File: src/rtl/pipe_hazard_ctrl_if.sv
// rtl/pipe_hazard_ctrl_if.sv - pipeline-side signal bundle for the hazard controller
interface pipe_hazard_ctrl_if;
  logic [4:0]  id_rs_i;
  logic [4:0]  id_rt_i;
  logic        id_uses_rt_i;
  logic [4:0]  ex_rd_i;
  logic        ex_mem_read_i;
  logic        md_start_i;
  logic        br_taken_i;
  logic [15:0] br_target_i;
  logic        mem_wait_i;
  logic        haz_o;
  logic        bubble_o;
  logic        flush_o;
  logic [15:0] cnt_jmp_o;
  logic        md_busy_o;
  logic [15:0] stall_cnt_o;

  modport master (
    output id_rs_i, id_rt_i, id_uses_rt_i, ex_rd_i, ex_mem_read_i,
           md_start_i, br_taken_i, br_target_i, mem_wait_i,
    input  haz_o, bubble_o, flush_o, cnt_jmp_o, md_busy_o, stall_cnt_o
  );

  modport slave (
    input  id_rs_i, id_rt_i, id_uses_rt_i, ex_rd_i, ex_mem_read_i,
           md_start_i, br_taken_i, br_target_i, mem_wait_i,
    output haz_o, bubble_o, flush_o, cnt_jmp_o, md_busy_o, stall_cnt_o
  );
endinterface

File: src/rtl/pipe_hazard_ctrl.sv
// rtl/pipe_hazard_ctrl.sv - 5-stage pipeline hazard controller
// Load-use, mul/div hold, branch redirect/flush, memory wait and stall-cycle counter.
module pipe_hazard_ctrl #(
  parameter int MD_CYCLES    = 4,
  parameter int FLUSH_CYCLES = 2
) (
  input logic               clk_i,
  input logic               rst_n,
  pipe_hazard_ctrl_if.slave bus
);

  typedef enum logic [1:0] {
    S_RUN     = 2'd0,
    S_MD_BUSY = 2'd1,
    S_FLUSH   = 2'd2
  } state_t;

  localparam logic [7:0] MD_LOAD = 8'(MD_CYCLES);
  localparam logic [2:0] FL_LOAD = 3'(FLUSH_CYCLES);

  state_t      r_state;
  state_t      w_state_nxt;
  logic [7:0]  r_md_cnt;
  logic [7:0]  w_md_cnt_nxt;
  logic [2:0]  r_fl_cnt;
  logic [2:0]  w_fl_cnt_nxt;
  logic [15:0] r_jmp;
  logic [15:0] w_jmp_nxt;
  logic [15:0] r_stall_cnt;
  logic        w_load_use;
  logic        w_md_busy;
  logic        w_haz;

  // Load-use is only meaningful in RUN; the bubble it inserts clears it next cycle.
  always_comb begin
    w_load_use = 1'b0;
    if (r_state == S_RUN && bus.ex_mem_read_i && bus.ex_rd_i != 5'd0) begin
      w_load_use = (bus.ex_rd_i == bus.id_rs_i) ||
                   (bus.id_uses_rt_i && bus.ex_rd_i == bus.id_rt_i);
    end
  end

  assign w_md_busy = (r_state == S_MD_BUSY);
  assign w_haz     = bus.mem_wait_i | w_md_busy | w_load_use;

  always_comb begin
    w_state_nxt  = r_state;
    w_md_cnt_nxt = r_md_cnt;
    w_fl_cnt_nxt = r_fl_cnt;
    w_jmp_nxt    = r_jmp;
    if (!bus.mem_wait_i) begin
      case (r_state)
        S_RUN: begin
          if (bus.br_taken_i && bus.br_target_i != 16'd0) begin
            w_state_nxt  = S_FLUSH;
            w_fl_cnt_nxt = FL_LOAD;
            w_jmp_nxt    = bus.br_target_i;
          end else if (bus.md_start_i) begin
            w_state_nxt  = S_MD_BUSY;
            w_md_cnt_nxt = MD_LOAD;
          end
        end
        S_MD_BUSY: begin
          w_md_cnt_nxt = r_md_cnt - 8'd1;
          if (r_md_cnt <= 8'd1) begin
            w_md_cnt_nxt = 8'd0;
            w_state_nxt  = S_RUN;
          end
        end
        S_FLUSH: begin
          // Target is presented for the first flush cycle only.
          w_jmp_nxt    = 16'd0;
          w_fl_cnt_nxt = r_fl_cnt - 3'd1;
          if (r_fl_cnt <= 3'd1) begin
            w_fl_cnt_nxt = 3'd0;
            w_state_nxt  = S_RUN;
          end
        end
        default: begin
          w_state_nxt = S_RUN;
        end
      endcase
    end
  end

  always_ff @(posedge clk_i or negedge rst_n) begin
    if (!rst_n) begin
      r_state  <= S_RUN;
      r_md_cnt <= 8'd0;
      r_fl_cnt <= 3'd0;
      r_jmp    <= 16'd0;
    end else begin
      r_state  <= w_state_nxt;
      r_md_cnt <= w_md_cnt_nxt;
      r_fl_cnt <= w_fl_cnt_nxt;
      r_jmp    <= w_jmp_nxt;
    end
  end

  always_ff @(posedge clk_i or negedge rst_n) begin
    if (!rst_n) begin
      r_stall_cnt <= 16'd0;
    end else if (w_haz && r_stall_cnt != 16'hFFFF) begin
      r_stall_cnt <= r_stall_cnt + 16'd1;
    end
  end

  assign bus.haz_o       = w_haz;
  assign bus.bubble_o    = w_md_busy | w_load_use;
  assign bus.flush_o     = (r_state == S_FLUSH);
  assign bus.md_busy_o   = w_md_busy;
  assign bus.cnt_jmp_o   = r_jmp;
  assign bus.stall_cnt_o = r_stall_cnt;

endmodule

File: src/flat_wrapper.sv
// flat-port wrapper written by rule: the top's interface ports become plain ports
module pipe_hazard_ctrl_flat 
#(
  parameter int MD_CYCLES    = 4,
  parameter int FLUSH_CYCLES = 2
)
  (clk_i, rst_n, bus_id_rs_i, bus_id_rt_i, bus_id_uses_rt_i, bus_ex_rd_i, bus_ex_mem_read_i, bus_md_start_i, bus_br_taken_i, bus_br_target_i, bus_mem_wait_i, bus_haz_o, bus_bubble_o, bus_flush_o, bus_cnt_jmp_o, bus_md_busy_o, bus_stall_cnt_o);
  pipe_hazard_ctrl_if bus_i ();
  input logic clk_i;
  input logic rst_n;
  input wire logic [$bits(bus_i.id_rs_i)-1:0] bus_id_rs_i;
  input wire logic [$bits(bus_i.id_rt_i)-1:0] bus_id_rt_i;
  input wire logic [$bits(bus_i.id_uses_rt_i)-1:0] bus_id_uses_rt_i;
  input wire logic [$bits(bus_i.ex_rd_i)-1:0] bus_ex_rd_i;
  input wire logic [$bits(bus_i.ex_mem_read_i)-1:0] bus_ex_mem_read_i;
  input wire logic [$bits(bus_i.md_start_i)-1:0] bus_md_start_i;
  input wire logic [$bits(bus_i.br_taken_i)-1:0] bus_br_taken_i;
  input wire logic [$bits(bus_i.br_target_i)-1:0] bus_br_target_i;
  input wire logic [$bits(bus_i.mem_wait_i)-1:0] bus_mem_wait_i;
  output wire logic [$bits(bus_i.haz_o)-1:0] bus_haz_o;
  output wire logic [$bits(bus_i.bubble_o)-1:0] bus_bubble_o;
  output wire logic [$bits(bus_i.flush_o)-1:0] bus_flush_o;
  output wire logic [$bits(bus_i.cnt_jmp_o)-1:0] bus_cnt_jmp_o;
  output wire logic [$bits(bus_i.md_busy_o)-1:0] bus_md_busy_o;
  output wire logic [$bits(bus_i.stall_cnt_o)-1:0] bus_stall_cnt_o;
  assign bus_i.id_rs_i = bus_id_rs_i;
  assign bus_i.id_rt_i = bus_id_rt_i;
  assign bus_i.id_uses_rt_i = bus_id_uses_rt_i;
  assign bus_i.ex_rd_i = bus_ex_rd_i;
  assign bus_i.ex_mem_read_i = bus_ex_mem_read_i;
  assign bus_i.md_start_i = bus_md_start_i;
  assign bus_i.br_taken_i = bus_br_taken_i;
  assign bus_i.br_target_i = bus_br_target_i;
  assign bus_i.mem_wait_i = bus_mem_wait_i;
  assign bus_haz_o = bus_i.haz_o;
  assign bus_bubble_o = bus_i.bubble_o;
  assign bus_flush_o = bus_i.flush_o;
  assign bus_cnt_jmp_o = bus_i.cnt_jmp_o;
  assign bus_md_busy_o = bus_i.md_busy_o;
  assign bus_stall_cnt_o = bus_i.stall_cnt_o;
  pipe_hazard_ctrl #(.MD_CYCLES(MD_CYCLES), .FLUSH_CYCLES(FLUSH_CYCLES)) u_core (.clk_i(clk_i), .rst_n(rst_n), .bus(bus_i));
endmodule
File: config.mk
export PLATFORM = sky130hd
export DESIGN_NAME = pipe_hazard_ctrl_flat
export DESIGN_NICKNAME = d
export VERILOG_FILES = /design/src/rtl/pipe_hazard_ctrl_if.sv /design/src/rtl/pipe_hazard_ctrl.sv /design/src/flat_wrapper.sv
export SDC_FILE = /design/constraint.sdc
export NUM_CORES = 1
export LEC_CHECK = 0
export CAP_MARGIN = 20
export CELL_PAD_IN_SITES_DETAIL_PLACEMENT = 0
export CELL_PAD_IN_SITES_GLOBAL_PLACEMENT = 1
export CORE_MARGIN = 3
export CORE_UTILIZATION = 50
export DETAILED_ROUTE_END_ITERATION = 16
export DONT_BUFFER_PORTS = 1
export PLACE_DENSITY = 0.85
export SETUP_SLACK_MARGIN = 0.3
export SLEW_MARGIN = 20
export SYNTH_ARGS = -nofsm -noshare
export SYNTH_HDL_FRONTEND = slang
export SYNTH_SLANG_ARGS = --single-unit
File: constraint.sdc
create_clock -name clk_i -period 3 [get_ports clk_i]
set_clock_uncertainty 0.15 [all_clocks]
set_input_delay 0.15 -clock clk_i [delete_from_list [all_inputs] [get_ports clk_i]]
set_output_delay 0.15 -clock clk_i [all_outputs]
set_load 0.005 [all_outputs]
==> qor.yml <==
outcome:
  status: "completed"
floorplanning:
  start_util_pct: 53.1
  rows: 24
  die_x_um: 74.7
  die_area_sq_um: 5580
  io_pins: 74
  fp.dieH_um: 74.7
  coreArea_sq_um: 4440
clock_network:
  cts.repair.resized: 0
  clock_path_buffers: 2
  cts_root_buf: "clkbuf_8"
  clkSinkCount: 45
  cts_tree: "done"
  clk_latency_ns: 0.29
  cts_setup_buffers: 0
  cts_made_buffers: 5
  cts-htree-levels: 2
  cts_hold_buf: 20
  cts.clk_slew.worst_paths_ns: 0.09
drt:
  dr_total_vias: 1902
  finalWirelength_um: 5290
  dr.pass1.iters: 4
  wl_per_cell_um: 15.9
  vias_per_cell: 5.73
  initialDrtViolationCount: 150
  ant_nets: 0
  remaining_drc_errors: 0
placement:
  dp_hpwl_um: 3600
  numPortBuffers: 0
  gp_congestion: 0.820
  placed_area_sq_um: 2400
  post-place-ws_ns: 0.855
  dpl.cell_count: 305
setup_path:
  r2r_cells: 5
  crit_required_ns: 3.02
  cp-end-kind: "flip-flop"
  worstSetupPathType: "flip-flop to flip-flop"
  start_kind: "flip-flop"
  cp.arrival_ns: 2.20
  ff2ff_setup_slack_ns: 0.82
  startpoint: "u_core.r_md_cnt[2]"
  r2r-start: "u_core.r_md_cnt[2]"
  cp_max_fo: 6
synthesis:
  syn_nets: 303
  yosysTopAreaCellShare_pct: 47.7
  async_flop_share_pct: 100
  syn_area_per_cell_sq_um: 9.08
  yosys.cell_count.top_type: "nand2_1"
  ys_ff_latch: 45
  synthesis.instances: 260
  synthTopCellsByArea: "dfrtp_1 (48%), nand2_1 (7.3%), o21ai_0 (4.9%), xnor2_1 (4.5%), xor2_1 (4.5%)"
  synth_largest_area_cell: "dfrtp_1"
  ys_types: 42
  synth_seq_area_share_pct: 47.7
  syn_area_sq_um: 2360
  synth-edff-count: 0
  synth-main-ff-cell: "dfrtp_1"
  ys_warn_count: 0
  yosys-top-cells-count: "nand2_1 (46), dfrtp_1 (45), o21ai_0 (23), nor2_1 (20)"
layout:
  area_growth_pct: 15.2
  multi_input_area_sq_um: 1140
  regArea_sq_um: 1130
  drive_above_1_share_pct: 7.14
  final_cells: 332
  design_area_sq_um: 2720
  post-route-util_pct: 61.2
  antenna_cells: 0
  fin_nets: 323
  fillers: 404
timing:
  relSlewSlack_pct: 45.8
  holdWs_ns: 0.0573
  tightest_slew_ns: 0.813
  finalHoldViolations: 0
  tns_ns: 0
  finalSetupViolations: 0
  max_freq_mhz: 459
  rsz0062_at_grt: "false"
  finalMaxSlewViolations: 0
  post-route-min-period_ns: 2.18
  setup_slack_ns: 0.822
  period_share_pct: 72.6
power_and_ir_drop:
  ir_drop_uv: 306
  power_leakage_nw: 1.19
  total_power_mw: 2.10
  powerDensity_nw_per_um2: 771
hold_path:
  hold_class: "input port to flip-flop"
  holdCritStartpoint: "bus_br_taken_i"
  whs_path_depth: 4
grt:
  groute.usage.overall_pct: 19.4
  grt-ovfl-total: 0
  grt_pass1_wl_um: 8450
  grt_max_degree: 46
  antenna_found_initial: 0
  grt_pass1_vias: 1781
run:
  cap_violations: 0
-- sequential cells by signal, indices dropped and copies added, names as in the netlist --
signal	count
u_core.bus.cnt_jmp_o	16
u_core.bus.stall_cnt_o	16
u_core.r_fl_cnt	3
u_core.r_md_cnt	8
u_core.r_state	2
-- critical path: stages (launching register included) --
cell     delay (ns)
dfrtp_1        0.44
or4_1          0.62
o41ai_2        0.46
nor2_1         0.13
a31oi_1        0.19
a31oi_1        0.06
-- cell type report --
| class | instances | share of cell area, % |
|---|---|---|
| Clock buffer | 5 | 2.53 |
| Inverter | 11 | 1.52 |
| Tap cell | 52 | 2.39 |
| Multi-Input combinational cell | 194 | 42.0 |
| Clock inverter | 2 | 1.29 |
| Sequential cell | 45 | 41.4 |
| Timing Repair Buffer | 23 | 8.84 |
-- metal layers --
| metal | vias to the layer above | GRT usage, % | part of all wire (%) |
|---|---|---|---|
| met3 | 4 | 4.94 | 4.2 |
| met1 | 910 | 25.8 | 44 |
| li1 | 950 | - | - |
| met5 | - | 0 | 0 |
| met4 | 0 | 4.15 | 0.76 |
| met2 | 38 | 32.0 | 51 |
-- cell usage in the layout, fill, tap and decap left out, types with 2 or more instances in the layout --
cell type / netlist / final
a21o_1: 2 / 2
a21oi_1: 7 / 7
a31oi_1: 3 / 3
and3_1: 2 / 2
buf_4: 1 / 3
clkbuf_8: 0 / 5
dfrtp_1: 45 / 45
dlygate4sd3_1: 0 / 19
ha_1: 5 / 5
inv_1: 11 / 11
mux2_2: 2 / 2
nand2_1: 46 / 46
nand2b_1: 3 / 3
nand3_1: 8 / 8
nand4_1: 6 / 6
nor2_1: 20 / 20
nor2b_1: 2 / 2
nor3_1: 8 / 8
nor4_1: 7 / 7
o21ai_0: 23 / 22
o21ai_1: 5 / 5
o22ai_1: 2 / 2
o41ai_1: 3 / 3
xnor2_1: 12 / 12
xor2_1: 12 / 12
-- path summary, 6_finish.rpt --
check | endpoint
setup reg to reg | u_core.r_md_cnt[7]
hold reg to reg | u_core.r_md_cnt[5]
max in group asynchronous | u_core.r_md_cnt[5]
setup / recovery | u_core.r_md_cnt[7]
hold / removal | u_core.r_state[1]
min in group asynchronous | u_core.bus.stall_cnt_o[15]
-- power by group --
part | internal, mW | switching (mW)
logic | 0.249 | 0.356
clock network | 0.242 | 0.207
registers | 0.806 | 0.237
-- logic make-up (layout without fill, tap and decap cells) --
kind of cell,after synthesis,count (layout),share of synthesized area (%)
AO/OA/AOI/OAI,55,55,14.6
XOR/XNOR,24,24,8.90
adder cells (fa/ha/maj),5,5,2.65
buffers and inverters,21,41,4.08
flip-flops,45,45,47.7
multiplexers,2,2,0.954
AND/OR/NAND/NOR,108,108,21.1
Power figures use the tool's default switching activity.
